<file path="src/rtl/rv_fetch_pkg.sv">
// Shared definitions for the instruction-fetch front end: FSM state
// encoding, the EBREAK opcode that halts fetch, and the default boot PC.
package rv_fetch_pkg;

   typedef enum logic [1:0] {
      ST_BOOT = 2'd0,
      ST_RUN  = 2'd1,
      ST_HALT = 2'd2
   } fetch_state_e;

   localparam logic [31:0] INSTR_EBREAK     = 32'h0010_0073;
   localparam logic [31:0] RESET_PC_DEFAULT = 32'h0000_0000;

   // A fetch target is legal only on a 4-byte boundary.
   function automatic logic is_misaligned(input logic [1:0] byte_offset);
      return byte_offset != 2'b00;
   endfunction

endpackage : rv_fetch_pkg

</file>
<file path="src/rtl/if_id_reg.sv">
// IF/ID pipeline register: holds one fetched instruction and its PC and
// offers it to decode with a valid/ready handshake.
// Priority per edge: flush > load > drain-on-accept > hold.
module if_id_reg #(
   parameter int DATA_WIDTH = 32
) (
   input  logic                  clk,
   input  logic                  rst_n,
   input  logic                  load,
   input  logic                  flush,
   input  logic                  id_ready,
   input  logic [DATA_WIDTH-1:0] instr_in,
   input  logic [31:0]           pc_in,
   output logic                  if_valid,
   output logic [DATA_WIDTH-1:0] if_instr,
   output logic [31:0]           if_pc
);

   logic                  valid_q, valid_d;
   logic [DATA_WIDTH-1:0] instr_q, instr_d;
   logic [31:0]           pc_q,    pc_d;

   // Next-state selection for the output register.
   always_comb begin
      // NOTE: every signal gets a default before any branch so that no path
      // leaves it unassigned; an unassigned path would infer a latch.
      valid_d = valid_q;
      instr_d = instr_q;
      pc_d    = pc_q;
      if (flush) begin
         valid_d = 1'b0;
      end else if (load) begin
         valid_d = 1'b1;
         instr_d = instr_in;
         pc_d    = pc_in;
      end else if (valid_q && id_ready) begin
         valid_d = 1'b0;
      end
   end

   // Register update with asynchronous clear.
   always_ff @(posedge clk or negedge rst_n) begin
      // NOTE: sequential state uses non-blocking assignments so every flop
      // samples the pre-edge values regardless of statement order.
      if (!rst_n) begin
         valid_q <= 1'b0;
         instr_q <= '0;
         pc_q    <= '0;
      end else begin
         valid_q <= valid_d;
         instr_q <= instr_d;
         pc_q    <= pc_d;
      end
   end

   assign if_valid = valid_q;
   assign if_instr = instr_q;
   assign if_pc    = pc_q;

endmodule : if_id_reg

</file>
<file path="src/rtl/imem_fetch_ctrl.sv">
// Instruction-fetch controller: owns the PC, addresses the single-port ROM
// (combinational read), captures each word into the IF/ID register and
// handles redirects, EBREAK halt, misaligned-target fault and an
// accepted-instruction counter.
module imem_fetch_ctrl
   import rv_fetch_pkg::*;
#(
   parameter int          ADDR_WIDTH = 7,
   parameter int          DATA_WIDTH = 32,
   parameter logic [31:0] RESET_PC   = RESET_PC_DEFAULT
) (
   input  logic                  clk,
   input  logic                  rst_n,
   output logic [ADDR_WIDTH-1:0] imem_addr,
   input  logic [DATA_WIDTH-1:0] imem_q,
   input  logic                  id_ready,
   output logic                  if_valid,
   output logic [DATA_WIDTH-1:0] if_instr,
   output logic [31:0]           if_pc,
   input  logic                  redirect_valid,
   input  logic [31:0]           redirect_pc,
   output logic                  halted,
   output logic                  misalign_err,
   output logic [31:0]           fetch_count
);

   fetch_state_e state_q, state_d;
   logic [31:0]  pc_q, pc_d;
   logic         halted_q, halted_d;
   logic         misalign_err_q, misalign_err_d;
   logic [31:0]  fetch_count_q, fetch_count_d;

   logic load;
   logic flush;
   logic accept;
   logic redirect_take;
   logic is_ebreak;

   // The ROM word address is the PC with the byte offset dropped; upper PC
   // bits fall off, so sequential fetch wraps around the ROM.
   assign imem_addr = pc_q[ADDR_WIDTH+1:2];

   // Handshake, load and redirect qualification.
   always_comb begin
      accept        = if_valid && id_ready;
      // Redirects are ignored while booting and once a misaligned target
      // has latched the fault.
      redirect_take = redirect_valid && (state_q != ST_BOOT) && !misalign_err_q;
      // A raw redirect pulse always suppresses the load so that a stale
      // word is never captured on the redirect edge.
      load          = (state_q == ST_RUN) && (!if_valid || id_ready) && !redirect_valid;
      flush         = redirect_take;
      is_ebreak     = (imem_q == DATA_WIDTH'(INSTR_EBREAK));
   end

   // Next PC, FSM state, fault flag and counter.
   always_comb begin
      state_d        = state_q;
      pc_d           = pc_q;
      misalign_err_d = misalign_err_q;
      fetch_count_d  = fetch_count_q + (accept ? 32'd1 : 32'd0);

      case (state_q)
         ST_BOOT: state_d = ST_RUN;
         ST_RUN:  if (load && is_ebreak) state_d = ST_HALT;
         ST_HALT: state_d = ST_HALT;
         default: state_d = ST_BOOT;
      endcase

      if (load) begin
         pc_d = pc_q + 32'd4;
      end

      // Redirect overrides everything above.
      if (redirect_take) begin
         if (is_misaligned(redirect_pc[1:0])) begin
            misalign_err_d = 1'b1;
            state_d        = ST_HALT;
            pc_d           = pc_q;
         end else begin
            pc_d    = redirect_pc;
            state_d = ST_RUN;
         end
      end

      halted_d = (state_d == ST_HALT);
   end

   // Control registers with asynchronous clear.
   always_ff @(posedge clk or negedge rst_n) begin
      if (!rst_n) begin
         state_q        <= ST_BOOT;
         pc_q           <= RESET_PC;
         halted_q       <= 1'b0;
         misalign_err_q <= 1'b0;
         fetch_count_q  <= '0;
      end else begin
         state_q        <= state_d;
         pc_q           <= pc_d;
         halted_q       <= halted_d;
         misalign_err_q <= misalign_err_d;
         fetch_count_q  <= fetch_count_d;
      end
   end

   if_id_reg #(
      .DATA_WIDTH (DATA_WIDTH)
   ) u_if_id_reg (
      .clk      (clk),
      .rst_n    (rst_n),
      .load     (load),
      .flush    (flush),
      .id_ready (id_ready),
      .instr_in (imem_q),
      .pc_in    (pc_q),
      .if_valid (if_valid),
      .if_instr (if_instr),
      .if_pc    (if_pc)
   );

   assign halted       = halted_q;
   assign misalign_err = misalign_err_q;
   assign fetch_count  = fetch_count_q;

endmodule : imem_fetch_ctrl
</file>
<file path="config.mk">
export PLATFORM = sky130hd
export DESIGN_NAME = imem_fetch_ctrl
export DESIGN_NICKNAME = d
export VERILOG_FILES = /design/src/rtl/rv_fetch_pkg.sv /design/src/rtl/if_id_reg.sv /design/src/rtl/imem_fetch_ctrl.sv
export SDC_FILE = /design/constraint.sdc
export NUM_CORES = 1
export LEC_CHECK = 0
export CELL_PAD_IN_SITES_DETAIL_PLACEMENT = 2
export CELL_PAD_IN_SITES_GLOBAL_PLACEMENT = 2
export CORE_UTILIZATION = 28
export CTS_BUF_LIST = sky130_fd_sc_hd__clkbuf_16
export CTS_CLUSTER_SIZE = 25
export DETAILED_ROUTE_END_ITERATION = 10
export PLACE_DENSITY = 0.83
export SYNTH_ARGS = -nofsm -noshare
export SYNTH_HDL_FRONTEND = slang
export SYNTH_SLANG_ARGS = --single-unit
</file>
<file path="constraint.sdc">
create_clock -name clk -period 2.25 [get_ports clk]
set_input_delay 0.675 -clock clk [delete_from_list [all_inputs] [get_ports clk]]
set_output_delay 0.675 -clock clk [all_outputs]
set_load 0.05 [all_outputs]
</file>
# After elaboration in Yosys (flattened, before gate mapping)
# Index checks and enable logic that the tools add are counted.
[classes] muxes=11 reduce_logical=18 eq_ne=5 n_addsub=2 n_bitwise=1
[ops] operator="$mux W32" count=3
[ops] operator="$add A32 B1 Y32" count=1
[ops] operator="$add A32 B3 Y32 const B" count=1
[ops] operator="$eq A32 B21 Y1 const B" count=1
[ops] operator="$logic_and A1 B1 Y1" count=6
[ops] operator="$mux W2" count=3
[ops] operator="$pmux W2 S3" count=1
[ops] operator="$reduce_and A2 Y1" count=3
[ops] operator="$reduce_bool A2 Y1" count=3
[ops] operator="$eq A2 B2 Y1 const B" count=2
[ops] operator="$mux W1" count=4
[ops] operator="$logic_not A1 Y1" count=3
[ops] operator="$reduce_bool A3 Y1" count=1
[ops] operator="$eq A2 B1 Y1 const B" count=1
[ops] operator="$logic_not A2 Y1" count=1
[ops] operator="$ne A2 B2 Y1 const B" count=1
[ops] operator="$logic_or A1 B1 Y1" count=1
[ops] operator="$not A1 Y1" count=1
[word_totals] output_inout_bits=106 wordCells=45 in_bits=68 reg_bits=133

# Longest topological paths before layout
[logic_depth] depth_word=9 mapped_depth=8 mapped_depth_nobuf=8

# Cells and area by module
# Synthesis repeated with hierarchy kept, for this count alone.
[unflattened] cells_unflattened=519 hier_area_um2=6382.4
[by_module_without_submodules] module="imem_fetch_ctrl" area_each_um2=3641.0 seq_area_each_um2=1701.6 n_inst=1 cells_per_inst=379
[by_module_without_submodules] module="if_id_reg" area_each_um2=2741.4 seq_area_each_um2=1626.6 n_inst=1 cells_per_inst=140

# Least setup slack after synthesis
# OpenSTA, ideal clock, no wires.
[synth_path] path_kind="flip-flop to flip-flop" start="register u_if_id_reg.valid_q (netlist: u_if_id_reg.if_valid)" end="register fetch_count_q[28] (netlist: fetch_count[28])" slack_ns=-0.018 stages_incl_launch_ff=9 required_ns=2.109 t_arrival_ns=2.127 cell_sequence="dfrtp_1 -> and2_1 -> ha_1 -> ha_1 -> inv_1 -> nor4_4 -> and3_1 -> nand3_1 -> xnor2_1"
[synth_between] elab_chain_len=3
[synth_lines] item="start, declared" line_no="if_id_reg.sv:19" text="logic valid_q, valid_d;"
[synth_lines] item="start signal, assigned" line_no="if_id_reg.sv:50" text="valid_q <= valid_d;"
[synth_lines] item="$logic_and A1 B1 Y1" line_no="imem_fetch_ctrl.sv:45" text="accept = if_valid && id_ready;"
[synth_lines] item="$mux W1" line_no="imem_fetch_ctrl.sv:61" text="fetch_count_d = fetch_count_q + (accept ? 32'd1 : 32'd0);"
[synth_lines] item="$add A32 B1 Y32" line_no="imem_fetch_ctrl.sv:61"
[synth_lines] item="net fetch_count_d[28]" line_no="imem_fetch_ctrl.sv:31" text="logic [31:0] fetch_count_q, fetch_count_d;"
[synth_lines] item="end signal, assigned" line_no="imem_fetch_ctrl.sv:102" text="fetch_count_q <= fetch_count_d;"
[synth_lines] item="end, declared" line_no="imem_fetch_ctrl.sv:31"
# The timed path passes the listed nets, and every way through them passes these cells.
# A chain may end at the register's enable or synchronous reset.

# Final worst setup path
[layout_path] start="register fetch_count_q[1] (netlist: fetch_count[1])" end="output port fetch_count[1]"
[layout_lines] item="end, declared" line_no="imem_fetch_ctrl.sv:24" text="output logic [31:0] fetch_count"
# No word-level cell between the ends.

==> report_table.html <==
<table>
<tr><th>Metric</th><th>Value</th></tr>
<tr><th colspan="2">Route</th></tr>
<tr><td>Drt via density</td><td>about 5</td></tr>
<tr><td>Number of iterations in the first detailed-routing pass</td><td>4</td></tr>
<tr><td>Drt initial violations</td><td>184</td></tr>
<tr><td>Routed wire length</td><td>about 22,000 µm</td></tr>
<tr><td>Vias</td><td>slightly below 6,000</td></tr>
<tr><td>Number of nets with antenna violations after routing</td><td>0</td></tr>
<tr><td>Mean routed wirelength per cell</td><td>between 15 and 20 µm</td></tr>
<tr><td>Final routed DRC violation total</td><td>0</td></tr>
<tr><th colspan="2">Hold path</th></tr>
<tr><td>Hold Crit Class</td><td>input pin to asynchronous set/reset pin</td></tr>
<tr><th colspan="2">Pwr</th></tr>
<tr><td>Largest voltage drop on the vdd net</td><td>~0.4 mV</td></tr>
<tr><td>P_leak</td><td>approximately 0.0045 µW</td></tr>
<tr><td>PwrDens</td><td>between 800 and 900 nW/µm²</td></tr>
<tr><th colspan="2">Floorplanning</th></tr>
<tr><td>Placement Rows</td><td>53</td></tr>
<tr><td>Die footprint</td><td>between 20,000 and 25,000 µm²</td></tr>
<tr><td>Chip Width</td><td>about 150 µm</td></tr>
<tr><td>Top-level port count</td><td>about 170</td></tr>
<tr><td>Die Height</td><td>149 µm</td></tr>
<tr><td>Initial cell density of the core</td><td>0.288</td></tr>
<tr><td>Core Footprint</td><td>between 20,000 and 25,000 µm²</td></tr>
<tr><th colspan="2">STA</th></tr>
<tr><td>Slew HR</td><td>0.647</td></tr>
<tr><td>Number of hold-slack violations in the final timing report</td><td>0</td></tr>
<tr><td>Number of max-slew violations in the final report</td><td>0</td></tr>
<tr><td>Max frequency</td><td>477 MHz</td></tr>
<tr><td>Final setup violation count</td><td>0</td></tr>
<tr><td>Transition time at the pin with the least slew margin</td><td>between 500 and 600 ps</td></tr>
<tr><td>Time the worst path needs with I/O delays and setup</td><td>approximately 2100 ps</td></tr>
<tr><td>Part of the cycle the worst path needs</td><td>0.932</td></tr>
<tr><td>Worst-case hold slack</td><td>approximately 130 ps</td></tr>
<tr><td>Clk_skew</td><td>6.88 ps</td></tr>
<tr><td>Accumulated negative setup slack</td><td>0 ps</td></tr>
<tr><td>RSZ-0062 raised after global routing</td><td>no</td></tr>
<tr><th colspan="2">Clock network</th></tr>
<tr><td>TritonCTS Sinks</td><td>about 130</td></tr>
<tr><td>Setup bufs post-CTS</td><td>0</td></tr>
<tr><td>Buffer cell driving the clock tree root</td><td>sky130_fd_sc_hd__clkbuf_16</td></tr>
<tr><td>Clock latency reported for the late side of the worst-skew pair</td><td>430 ps</td></tr>
<tr><td>Number of CTS-inserted buffers</td><td>17</td></tr>
<tr><td>Count of hold buffers inserted by post-cts repair</td><td>0</td></tr>
<tr><td>CTS tree</td><td>done</td></tr>
<tr><td>Maximum clock path buffer count</td><td>2</td></tr>
<tr><td>Post-CTS clock slew at the launch and capture registers of the worst setup and hold paths</td><td>~60 ps</td></tr>
<tr><td>CTS H-tree lvls</td><td>4</td></tr>
<tr><th colspan="2">Global route</th></tr>
<tr><td>Largest net degree at the start of global routing</td><td>41</td></tr>
<tr><td>Antenna violations before repair</td><td>0</td></tr>
<tr><td>Vias in the first global route</td><td>between 6,000 and 7,000</td></tr>
<tr><td>Wire length of the first global-routing pass</td><td>35,600 µm</td></tr>
<tr><td>Congestion Overflow GR</td><td>0</td></tr>
<tr><td>Combined global-route utilization of all metal layers</td><td>0.209</td></tr>
<tr><th colspan="2">Setup path</th></tr>
<tr><td>Type of element launching the critical path</td><td>register</td></tr>
<tr><td>Sum of buffers and inverters on the critical path</td><td>1</td></tr>
<tr><td>Crit path DAT</td><td>roughly 1400 ps</td></tr>
<tr><td>Cell at the slowest stage of the critical path</td><td>sky130_fd_sc_hd__dlygate4sd2_1</td></tr>
<tr><td>Top delay family on crit path</td><td>buffers and inverters</td></tr>
<tr><td>Critical path peak fanout</td><td>4</td></tr>
<tr><td>Longest individual stage delay on the worst path</td><td>560 ps</td></tr>
<tr><td>Data required time at the worst endpoint</td><td>1570 ps</td></tr>
<tr><td>Kind of end point of the critical path</td><td>primary output</td></tr>
<tr><td>Critical path type</td><td>register to primary output</td></tr>
<tr><td>Cell-by-cell listing of the critical path</td><td>dlygate4sd2_1</td></tr>
<tr><th colspan="2">Place</th></tr>
<tr><td>Number of buffers inserted by port buffering</td><td>about 170</td></tr>
<tr><td>Detailed placement HPWL</td><td>~16,000 µm</td></tr>
<tr><td>Placed insts</td><td>about 1,100</td></tr>
<tr><td>Final weighted congestion in routability-driven placement</td><td>slightly above 0.8</td></tr>
<tr><th colspan="2">Layout</th></tr>
<tr><td>Diodes inserted</td><td>0</td></tr>
<tr><td>Share of cells above drive strength 1</td><td>0.209</td></tr>
<tr><td>Number of nets in the layout</td><td>between 900 and 1,000</td></tr>
<tr><td>Count of placed standard cells in the final layout, fillers left out</td><td>~1,200</td></tr>
<tr><td>Area growth from synthesis to final layout</td><td>47.4%</td></tr>
<tr><td>Final core utilization</td><td>0.424</td></tr>
<tr><th colspan="2">Logic synthesis</th></tr>
<tr><td>Count of flip-flops with a built-in enable after synthesis</td><td>0</td></tr>
<tr><td>Count of warnings emitted by yosys</td><td>0</td></tr>
<tr><td>Number of nets in the synthesized netlist</td><td>724</td></tr>
<tr><td>Ys flop type</td><td>sky130_fd_sc_hd__dfrtp_1</td></tr>
<tr><td>Synthesized cell area</td><td>about 6100 µm²</td></tr>
<tr><td>Count of distinct cell types in the synthesized netlist</td><td>between 50 and 60</td></tr>
<tr><td>Ys async rst share</td><td>1.00</td></tr>
<tr><td>Yosys reg bits</td><td>approximately 130</td></tr>
<tr><td>Post-Synthesis Mean Instance Area</td><td>between 9 and 10 µm²</td></tr>
<tr><td>Instance count of the mapped netlist</td><td>about 650</td></tr>
<tr><td>Sequential area share after synthesis</td><td>0.547</td></tr>
<tr><th colspan="2">Run status</th></tr>
<tr><td>Result of the run</td><td>completed</td></tr>
<tr><th colspan="2">Job</th></tr>
<tr><td>Max cap viols</td><td>0</td></tr>
</table>
==> logic make-up after synthesis <==
logic type | count (synthesis) | synth area share
buf+inv | 42 | 0.0345
fa+ha+maj | 3 | 0.00617
simple gates | 370 | 0.285
flops | 133 | 0.547
mux | 2 | 0.00329
compound gates | 73 | 0.0812
xor+xnor | 30 | 0.0432
==> routing by layer <==
| metal | global-route usage | vias to the layer above | routed length (µm) |
|---|---|---|---|
| met1 | 0.259 | 2928 | 9630 |
| met2 | 0.361 | 148 | 11100 |
| met3 | 0.0430 | 27 | 1020 |
| met5 | 0 | - | 0 |
| met4 | 0.0648 | 0 | 332 |
| li1 | - | 2676 | - |
==> worst paths after layout <==
path / to / slack (ps) / from / cells past startpoint
max: fetch_count[1] / 150 / fetch_count[1] / 1
max reg2reg: pc_q[29] / 190 / pc_q[9] / 5
min reg2reg: u_if_id_reg.if_instr[29] / 470 / u_if_id_reg.if_instr[29] / 2
max in group asynchronous: fetch_count[20] / 1500 / rst_n / 2
min in group clk: u_if_id_reg.if_instr[29] / 470 / u_if_id_reg.if_instr[29] / 2
min: u_if_id_reg.if_pc[16] / 130 / rst_n / 1
==> synth_stat cells, drive strengths merged (2+ instances only) <==
library cell	number	area share
buf	24	0.023
a211oi	3	0.0037
nand4	20	0.027
a311oi	8	0.012
dfrtp	133	0.55
a22oi	3	0.0037
nor3	23	0.021
nand3	24	0.021
or3	4	0.0041
xnor2	20	0.029
and3	13	0.014
a31oi	7	0.0072
nor4	10	0.016
a2bb2oi	2	0.0029
xor2	10	0.014
ha	3	0.0062
o21ai	12	0.0099
o32a	5	0.0082
o31ai	2	0.0025
inv	3	0.0019
a21oi	14	0.012
nand2	222	0.14
o22ai	11	0.011
nor2	35	0.022
and4	5	0.0072
o221a	2	0.0037
mux2i	2	0.0033
clkbuf	15	0.0097
and2	7	0.0074
==> per-stage QoR <==
| step | setup WS (ps) | cell area, µm² | power, µW |
|---|---|---|---|
| 2_1_floorplan | 14.1 | 6090 | 4190 |
| 3_3_place_gp | -410 | 8380 | 5000 |
| 3_5_place_dp | -530 | 8380 | 5070 |
| 4_1_cts | 3.07 | 8960 | 7960 |
| 5_1_grt | 44.0 | 8970 | 8200 |
| 6_report | 153 | 8970 | 7850 |
==> placed cells by master (no fill, tap or decap), types with 3 or more instances in the layout <==
master	netlist	final
sky130_fd_sc_hd__o21ai_0	11	11
sky130_fd_sc_hd__buf_12	0	4
sky130_fd_sc_hd__nand3_1	23	22
sky130_fd_sc_hd__nand4_1	17	17
sky130_fd_sc_hd__o22ai_1	11	11
sky130_fd_sc_hd__a21oi_1	14	14
sky130_fd_sc_hd__nand2_1	221	220
sky130_fd_sc_hd__clkinvlp_4	0	4
sky130_fd_sc_hd__clkinv_4	0	4
sky130_fd_sc_hd__xnor2_1	20	20
sky130_fd_sc_hd__o32a_1	5	5
sky130_fd_sc_hd__nor4_1	7	6
sky130_fd_sc_hd__a311oi_1	8	8
sky130_fd_sc_hd__a22oi_1	3	3
sky130_fd_sc_hd__nor3_1	22	21
sky130_fd_sc_hd__dlygate4sd2_1	0	46
sky130_fd_sc_hd__a31oi_1	7	7
sky130_fd_sc_hd__or3_1	4	4
sky130_fd_sc_hd__buf_4	8	123
sky130_fd_sc_hd__a211oi_1	3	3
sky130_fd_sc_hd__nor2_1	34	34
sky130_fd_sc_hd__and4_1	5	5
sky130_fd_sc_hd__dfrtp_1	133	132
sky130_fd_sc_hd__and3_1	12	10
sky130_fd_sc_hd__clkbuf_16	0	17
sky130_fd_sc_hd__bufinv_16	0	3
sky130_fd_sc_hd__and2_1	6	5
sky130_fd_sc_hd__clkdlybuf4s50_1	0	65
sky130_fd_sc_hd__xor2_1	10	10
==> power breakdown <==
group | switching, µW | internal, µW | leakage (µW) | total [µW]
registers | 229 | 2630 | 0.00176 | 2850
clock network | 1160 | 1750 | 0.000283 | 2910
logic | 1420 | 663 | 0.00241 | 2080
total | 2810 | 5040 | 0.00445 | 7850
==> cell type report <==
type | instances | area, µm²
clock buffer | 17 | 425
clock inverter | 15 | 181
fill | 2320 | 12200
inverter | 3 | 11.3
multi-input combinational | 478 | 2600
sequential | 133 | 3330
tap | 275 | 344
timing repair buffer | 240 | 2080
==> flip-flops by register name, summed over array words and instances, names as in the netlist <==
signal,cells
pc_q,32
u_if_id_reg.if_pc,32
state_q,2
misalign_err,1
u_if_id_reg.if_valid,1
fetch_count,32
halted,1
u_if_id_reg.if_instr,32
==> what timing repair did <==
item / in CTS / in global routing
gates cloned: 0 / 0
pin swaps: 2 / 1
gates resized for setup: 52 / 5
endpoints found under the setup margin: 62 / 9
(Power assumes the default switching activity.)
